$ cat config.mk
export PLATFORM = sky130hd
export DESIGN_NAME = bmp_loader
export DESIGN_NICKNAME = d
export VERILOG_FILES = /design/src/rtl/bmp_pkg.sv /design/src/rtl/bmp_fill_buf.sv /design/src/rtl/bmp_loader.sv
export SDC_FILE = /design/constraint.sdc
export NUM_CORES = 2
export LEC_CHECK = 0
export CAP_MARGIN = 20
export CORE_AREA = 2 2 625 627
export DETAILED_ROUTE_END_ITERATION = 6
export DIE_AREA = 0 0 627 629
export PLACE_DENSITY = 0.45
export SETUP_SLACK_MARGIN = 0.5
export SLEW_MARGIN = 25
export SYNTH_ARGS = -nofsm -noshare
export SYNTH_HDL_FRONTEND = slang
export SYNTH_SLANG_ARGS = --single-unit
$ cat constraint.sdc
create_clock -name clk -period 11.7 [get_ports clk]
set_input_delay 2.34 -clock clk [delete_from_list [all_inputs] [get_ports clk]]
set_output_delay 2.34 -clock clk [all_outputs]
set_load 0.02 [all_outputs]
$ cat src/rtl/bmp_pkg.sv
// Shared constants and engine-side state type for the bitmap loader.
package bmp_pkg;

    localparam int BMP_W   = 1536;
    localparam int WORD_W  = 32;
    localparam int NWORDS  = 48;
    localparam int RES_W   = 16;
    localparam int FRAME_W = 8;

    typedef enum logic [1:0] {
        IDLE  = 2'd0,
        ISSUE = 2'd1,
        WAIT  = 2'd2
    } eng_state_t;

endpackage

$ cat src/rtl/bmp_fill_buf.sv
// Fill side of the loader: assembles stream words into a full bitmap.
// Optional framing check on in_last enabled by BMP_LOADER_LASTCHK_EN.
module bmp_fill_buf
    import bmp_pkg::*;
#(
    parameter int WORD_W = bmp_pkg::WORD_W,
    parameter int NWORDS = bmp_pkg::NWORDS
) (
    input  logic              clk,
    input  logic              rst_n,
    input  logic [WORD_W-1:0] in_data,
    input  logic              in_valid,
    input  logic              in_last,
    output logic              in_ready,
    input  logic              issue,
    output logic [BMP_W-1:0]  fill_data,
    output logic              fill_full,
    output logic              err
);

    localparam int               CNT_W    = $clog2(NWORDS);
    localparam logic [CNT_W-1:0] LAST_IDX = CNT_W'(NWORDS - 1);

    logic [CNT_W-1:0] cnt_q, cnt_d;
    logic             full_q, full_d;
    logic             rdy_q;
    logic             xfer;
    logic             last_pos;
    logic             bad_last;
    logic [BMP_W-1:0] fill_q;

    assign xfer     = in_valid & rdy_q;
    assign last_pos = (cnt_q == LAST_IDX);

`ifdef BMP_LOADER_LASTCHK_EN
    logic err_q;

    assign bad_last = in_last ^ last_pos;

    always_ff @(posedge clk) begin
        if (!rst_n) begin
            err_q <= 1'b0;
        end else if (xfer && bad_last) begin
            err_q <= 1'b1;
        end
    end

    assign err = err_q;
`else
    logic unused_last;

    assign unused_last = in_last;
    assign bad_last    = 1'b0;
    assign err         = 1'b0;
`endif

    always_comb begin
        cnt_d  = cnt_q;
        full_d = full_q;
        if (issue) begin
            full_d = 1'b0;
        end
        if (xfer) begin
            if (bad_last) begin
                cnt_d = '0;
            end else if (last_pos) begin
                cnt_d  = '0;
                full_d = 1'b1;
            end else begin
                cnt_d = cnt_q + 1'b1;
            end
        end
    end

    // in_ready is registered from the next-state full flag so it drops with fill_full
    always_ff @(posedge clk) begin
        if (!rst_n) begin
            cnt_q  <= '0;
            full_q <= 1'b0;
            rdy_q  <= 1'b0;
        end else begin
            cnt_q  <= cnt_d;
            full_q <= full_d;
            rdy_q  <= !full_d;
        end
    end

    // Data needs no reset: a frame is only handed on once every word has been rewritten.
    always_ff @(posedge clk) begin
        if (xfer) begin
            fill_q[int'(cnt_q)*WORD_W +: WORD_W] <= in_data;
        end
    end

    assign fill_data = fill_q;
    assign fill_full = full_q;
    assign in_ready  = rdy_q;

endmodule

$ cat src/rtl/bmp_loader.sv
// Double-buffered bitmap loader feeding a compare engine and capturing its score.
// Build option: BMP_LOADER_LASTCHK_EN enables in_last framing checks in bmp_fill_buf.
module bmp_loader
    import bmp_pkg::*;
#(
    parameter int WORD_W = bmp_pkg::WORD_W,
    parameter int NWORDS = bmp_pkg::NWORDS
) (
    input  logic               clk,
    input  logic               rst_n,
    input  logic [WORD_W-1:0]  in_data,
    input  logic               in_valid,
    input  logic               in_last,
    output logic               in_ready,
    output logic [BMP_W-1:0]   bitmap,
    output logic               wren,
    input  logic [RES_W-1:0]   cmp_result,
    input  logic               cmp_done,
    output logic [RES_W-1:0]   res_data,
    output logic               res_valid,
    output logic [FRAME_W-1:0] res_frame,
    output logic               busy,
    output logic               err
);

    if (WORD_W * NWORDS != BMP_W) begin : g_cfg_check
        $error("bmp_loader: WORD_W*NWORDS must equal BMP_W");
    end

    eng_state_t         state_q, state_d;
    logic [BMP_W-1:0]   fill_data;
    logic               fill_full;
    logic               issue;
    logic               done_acc;
    logic [FRAME_W-1:0] frame_q;

    bmp_fill_buf #(
        .WORD_W (WORD_W),
        .NWORDS (NWORDS)
    ) u_fill (
        .clk       (clk),
        .rst_n     (rst_n),
        .in_data   (in_data),
        .in_valid  (in_valid),
        .in_last   (in_last),
        .in_ready  (in_ready),
        .issue     (issue),
        .fill_data (fill_data),
        .fill_full (fill_full),
        .err       (err)
    );

    assign busy     = (state_q != IDLE);
    assign wren     = (state_q == ISSUE);
    assign issue    = (state_q == IDLE) && fill_full;
    assign done_acc = busy && cmp_done;

    always_comb begin
        state_d = state_q;
        case (state_q)
            IDLE:    if (fill_full) state_d = ISSUE;
            ISSUE:   state_d = cmp_done ? IDLE : WAIT;
            WAIT:    if (cmp_done) state_d = IDLE;
            default: state_d = IDLE;
        endcase
    end

    // Hold register only changes on issue, so bitmap is stable for the whole engine run
    always_ff @(posedge clk) begin
        if (!rst_n) begin
            state_q   <= IDLE;
            bitmap    <= '0;
            res_data  <= '0;
            res_valid <= 1'b0;
            res_frame <= '0;
            frame_q   <= '0;
        end else begin
            state_q   <= state_d;
            res_valid <= done_acc;
            if (issue) begin
                bitmap <= fill_data;
            end
            if (done_acc) begin
                res_data  <= cmp_result;
                res_frame <= frame_q;
                frame_q   <= frame_q + 1'b1;
            end
        end
    end

endmodule

# Word-level counts from Yosys, hierarchy flattened
# Index checks and enable logic that the tools add are counted.
dict set report word_totals {
  register_bits 3115
  in_bits 53
  output_inout_bits 1565
  wordCells 36
}
dict set report op_classes {
  n_addsub 3
  n_eq_ne 5
  shifts 2
  n_mux 9
  n_bitwise 1
  reduce_logical 6
}
# operator count
set ops {}
lappend ops {{1536-bit bitwise mux} 1}
lappend ops {{32-bit by 33-bit variable shift with 1536-bit output (first input constant)} 1}
lappend ops {{32-bit by 33-bit indexed part select with 1536-bit output} 1}
lappend ops {{11-bit negator with 33-bit output} 1}
lappend ops {{8-bit by 1-bit adder with 8-bit output (second input constant)} 1}
lappend ops {{6-bit by 1-bit adder with 6-bit output (second input constant)} 1}
lappend ops {{6-bit == test (second input constant)} 1}
lappend ops {{2-bit two-way mux} 3}
lappend ops {{6-bit two-way mux} 1}
lappend ops {{2-bit one-hot mux with 3 select lines} 1}
lappend ops {{1-bit two-way mux} 3}
lappend ops {{2-bit by 1-bit == test with 1-bit output (second input constant)} 1}
lappend ops {{2-bit == test (second input constant)} 1}
lappend ops {{1-bit logical AND} 2}
lappend ops {{2-bit zero test} 1}
lappend ops {{2-bit by 1-bit inequality test with 1-bit output (second input constant)} 1}
lappend ops {{2-bit inequality test (second input constant)} 1}
lappend ops {{2-bit AND reduction} 1}
lappend ops {{2-bit nonzero test} 1}
lappend ops {{1-bit bitwise AND} 1}
lappend ops {{1-bit zero test} 1}

# Logic depth before layout (Yosys ltp)
dict set report depth {
  ltp_word 6
  mapped_depth 12
  ltp_nobuf 7
}

# Modules after synthesis
# Synthesis repeated with hierarchy kept, for this count alone.
dict set report hier_totals {
  hier_cells 11026
  area_unflattened_um2 117981.9
}
# mod n_inst cells_each area_per_inst_um2 seq_area_each_um2
set modules_own_cells {}
lappend modules_own_cells {bmp_fill_buf 1 4212 60000.0 46284.4}
lappend modules_own_cells {bmp_loader 1 6814 57981.9 31450.2}

# Worst setup path after synthesis
# Ideal clock, no wire load.
dict set report synth_path {
  path_kind {input to register}
  from {in in_valid}
  to {reg u_fill.fill_q[256], in the netlist u_fill.fill_data[256] (enable)}
  setup_ps 461
  arrival_ps 5042
  required_time_ps 11239
  setup_slack_ps 6197
  stages 5
  n_path_buf 1
  path_cell_list {nand2_1 > nor2_1 > nand2_1 > clkbuf_1 > nor3_1}
}
dict set report synth_via {
  elab_chain_cells 1
}
# element line
set synth_lines {}
lappend synth_lines {{start, declared} bmp_loader.sv:12} ;# input logic in_valid,
lappend synth_lines {{1-bit bitwise AND} bmp_fill_buf.sv:32} ;# assign xfer = in_valid & rdy_q;
lappend synth_lines {{end signal, assigned by index} bmp_fill_buf.sv:91} ;# fill_q[int'(cnt_q)*WORD_W +: WORD_W] <= in_data;
lappend synth_lines {{end, declared} bmp_fill_buf.sv:30} ;# logic [BMP_W-1:0] fill_q;
# Every way passes these cells.
# A chain may end at the register's enable or synchronous reset.

==> qor.csv <==
stage,metric,value,unit
setup_path,Crit. End Element,flop,
power_and_ir_drop,sw frac,0.229,
global_route,M3 GR Usage,0.0583,
power_and_ir_drop,sequential power share,0.489,
global_route,vias in the first global route,82300,
power_and_ir_drop,PwrDens,159,nW/um^2
sta,worst hold slack,0.460,ns
power_and_ir_drop,peak supply drop,0.128,mV
logic_synthesis,cell taking the most area after synthesis,edfxtp_1,
cts,CTS Hold Bufs,0,
die,Placeable Area,388000,sq um
power_and_ir_drop,Comb power frac,0.027,
global_route,gr ovfl total,0,
place,Post-DP Area,135000,sq um
setup_path,Critical Path Max Stage Delay,0.63,ns
drt,Initial DRT Pass Iterations,7,
drt,DRT iter0 DRCs,7563,
die,die width,627,um
sta,Final min period,5.82,ns
drt,total number of vias,85100,
place,hpwl dp,355000,um
place,IO Port Bufs,1615,
setup_path,Worst Path Arrival,6.35,ns
sta,TNS Setup,0,ns
drt,Post-Route WL,523000,um
die,die height,629,um
logic_synthesis,"Seq/Total Area, Yosys",0.685,
logic_synthesis,synthesized instance count,10800,
power_and_ir_drop,Pint,17.9,mW
place,GPL Wtd Cong,0.902,
logic_synthesis,Cell variety after synth,45,
power_and_ir_drop,Clk pwr share,0.485,
outcome,failing checks,DRC,
drt,DRC,2,
cts,clock slew seen by the registers of the worst setup and hold paths,0.06,ns
drt,antenna-violating nets left,0,
cts,total CTS buffers,358,
cts,Root Driver,clkbuf_16,
drt,Avg Vias per Cell,4.83,
setup_path,CP max stage cell,buf_4,
logic_synthesis,Synth area leaders,"edfxtp_1 (41%), dfxtp_1 (28%), nand2_1 (12%)",
sta,relative slew slack,0.0670,
logic_synthesis,top_reg_cell synth,dfxtp_1,
die,die area,394000,sq um
setup_path,CP Max Fanout,104,
worst_hold_path,Hold WC Path Type,reg2reg,
logic_synthesis,Yosys top cell area share,0.406,
sta,RSZ-0062 raised after global routing,no,
setup_path,Crit path required time,12.23,ns
outcome,status,"finished, violations left",
sta,worst setup margin,5.88,ns
cts,CTS tree,done,
global_route,largest net degree at the start of global routing,225,
logic_synthesis,Mapped Nets,10800,
global_route,all-layer global routing usage,0.256,
setup_path,Most common cell on crit path,buf_4,
logic_synthesis,asr flop ratio synth,0,
global_route,met1 global-route usage,0.316,
die,FP Rows,229,
sta,Fin. Hold Viols,0,
cells_and_area,layout cells sized above 1,0.0651,
logic_synthesis,synthesized area,114000,sq um
die,Initial Utilization,0.293,
sta,period utilisation layout,0.497,
place,pre-CTS setup slack,5.56,ns
cts,Max Root-Sink Buffers,4,
logic_synthesis,syn_area_per_cell,10.5,sq um
setup_path,CP startpoint kind,flop,
cts,H-tree Lvls,5,
sta,Max Freq,172,MHz
drt,WL/cell,29.6,um
global_route,busiest grt layer,met2,
cts,post-CTS resize count,0,
setup_path,"Cell Chain, Critical Path",inv_1 > ha_1 > nor3b_4 > xnor2_4 > buf_4 > nand2_4 > buf_12 > buf_4 > nor2_4 > buf_4,
cells_and_area,post-route cell area,147000,sq um
cells_and_area,nets,12200,
sta,Worst Max-Slew Pin Slew,1.40,ns
global_route,met2 usage,0.417,
power_and_ir_drop,NetSw,5.32,mW
logic_synthesis,synthesized flop and latch total,3115,
sta,endpoints failing setup,0,
global_route,first-pass GRT wire length,703000,um
power_and_ir_drop,Design Power,23.2,mW
cells_and_area,Layout area overhead,29.1,%
cts,worst skew pair latency,0.98,ns
global_route,initial antenna violation count,65,
setup_path,Crit Path Category,reg2reg,
logic_synthesis,Post-synth EDFFs,1536,
power_and_ir_drop,P_leak,45.6,nW
logic_synthesis,synth warn,0,
cts,# Post-CTS Setup Buffers,0,
sta,clk_skew,0.0855,ns
cts,Sink Count,3115,
sta,Max Slew Vio Count,0,
die,boundary pin count,1618,
job,max cap viols,0,
## power by group through the flow
stage	Sequential, mW	Clock, mW	Combinational, mW
finish	11.4	11.3	0.626
global route	11.3	11.9	0.650
CTS	11.4	11.5	0.639
detailed placement	11.6	0	0.639
global placement	11.6	0	0.636
floorplan	11.6	0	0.277
## metrics by stage
stage	std cells	util
floorplan	10800	-
global placement	16900	0.347
detailed placement	16900	0.347
CTS	17600	0.378
global route	17600	0.378
finish	17600	0.378
## per-layer routing
layer  wire (um)  up-vias
met5          90        -
met4       33100       14
li1            -    38200
met3       39300      794
met1      207000    42800
met2      243000     3250
## logic make-up after synthesis
logic type      Yosys count  synth area share
mux                       4          0.000375
simple gates           5231             0.179
buf+inv                 831            0.0297
xor+xnor                 14           0.00115
compound gates         1581             0.104
fa+ha+maj                 4          0.000441
flops                  3115             0.685
other cells               1         0.0000330
## sequential cells by signal (all words and copies together) (netlist names)
signal / count
res_frame: 8
res_data: 16
u_fill.cnt_q: 6
u_fill.in_ready: 1
u_fill.fill_data: 1536
bitmap: 1536
state_q: 2
frame_q: 8
u_fill.fill_full: 1
res_valid: 1
## final cells by class
| type | instances | area, sq um |
|---|---|---|
| fillers | 38500 | 241000 |
| flip-flops and latches | 3115 | 77700 |
| multi-input cells | 6835 | 32900 |
| repair buffers | 1781 | 17600 |
| clock buffers | 548 | 10400 |
| well taps | 5197 | 6500 |
| clock inverters | 122 | 1330 |
| diodes | 26 | 65.1 |
| inverters | 7 | 26.3 |
## cell usage after synthesis (2+ instances only)
| cell type | count |
|---|---|
| a21boi_0 | 1563 |
| a21oi_1 | 2 |
| and2_1 | 44 |
| and3_1 | 158 |
| and4_1 | 2 |
| buf_1 | 26 |
| buf_2 | 191 |
| buf_4 | 2 |
| clkbuf_1 | 599 |
| clkbuf_2 | 6 |
| dfxtp_1 | 1579 |
| edfxtp_1 | 1536 |
| ha_1 | 4 |
| inv_1 | 6 |
| mux2_2 | 2 |
| mux2i_1 | 2 |
| nand2_1 | 3538 |
| nand2b_1 | 3 |
| nand3_1 | 44 |
| nand3b_1 | 3 |
| nand4_1 | 4 |
| nor2_1 | 1392 |
| nor2b_1 | 3 |
| nor3_1 | 27 |
| nor4_1 | 8 |
| o21ai_0 | 5 |
| o31ai_1 | 2 |
| or3_1 | 2 |
| xnor2_1 | 10 |
| xor2_1 | 3 |
## cell usage in the layout, fill, tap and decap left out, types with 5 or more instances in the layout
cell	count
a21boi_0	1563
and2_1	42
and3_1	155
buf_12	14
buf_4	177
bufinv_16	12
clkbuf_1	121
clkbuf_16	362
clkbuf_8	65
clkdlybuf4s50_1	1582
clkinv_1	31
clkinv_16	10
clkinv_2	43
clkinv_8	7
dfxtp_1	1579
diode_2	26
edfxtp_1	1536
inv_1	6
inv_16	5
inv_6	7
nand2_1	3528
nand2_2	6
nand3_1	42
nor2_1	1358
nor2_2	10
nor2_4	24
nor3_2	25
nor4_1	7
xnor2_1	9
## worst paths after layout
path	end	slack, ns	depth (start not counted)	from
max	u_fill.fill_data[254]	5.88	10	u_fill.cnt_q[0]
min	bitmap[1324]	0.46	2	bitmap[1324]
min reg2reg	bitmap[1324]	0.46	2	bitmap[1324]
max reg2reg	u_fill.fill_data[254]	5.88	10	u_fill.cnt_q[0]
## worst max-delay path, delay by kind of cell, from the launching register on
family,cells,cell delay (ns)
adder cells (fa/ha/maj),1,0.60
flip-flops,1,0.48
XOR/XNOR,1,0.15
buffers and inverters,5,2.24
AND/OR/NAND/NOR,3,1.40
(Power assumes the default switching activity.)
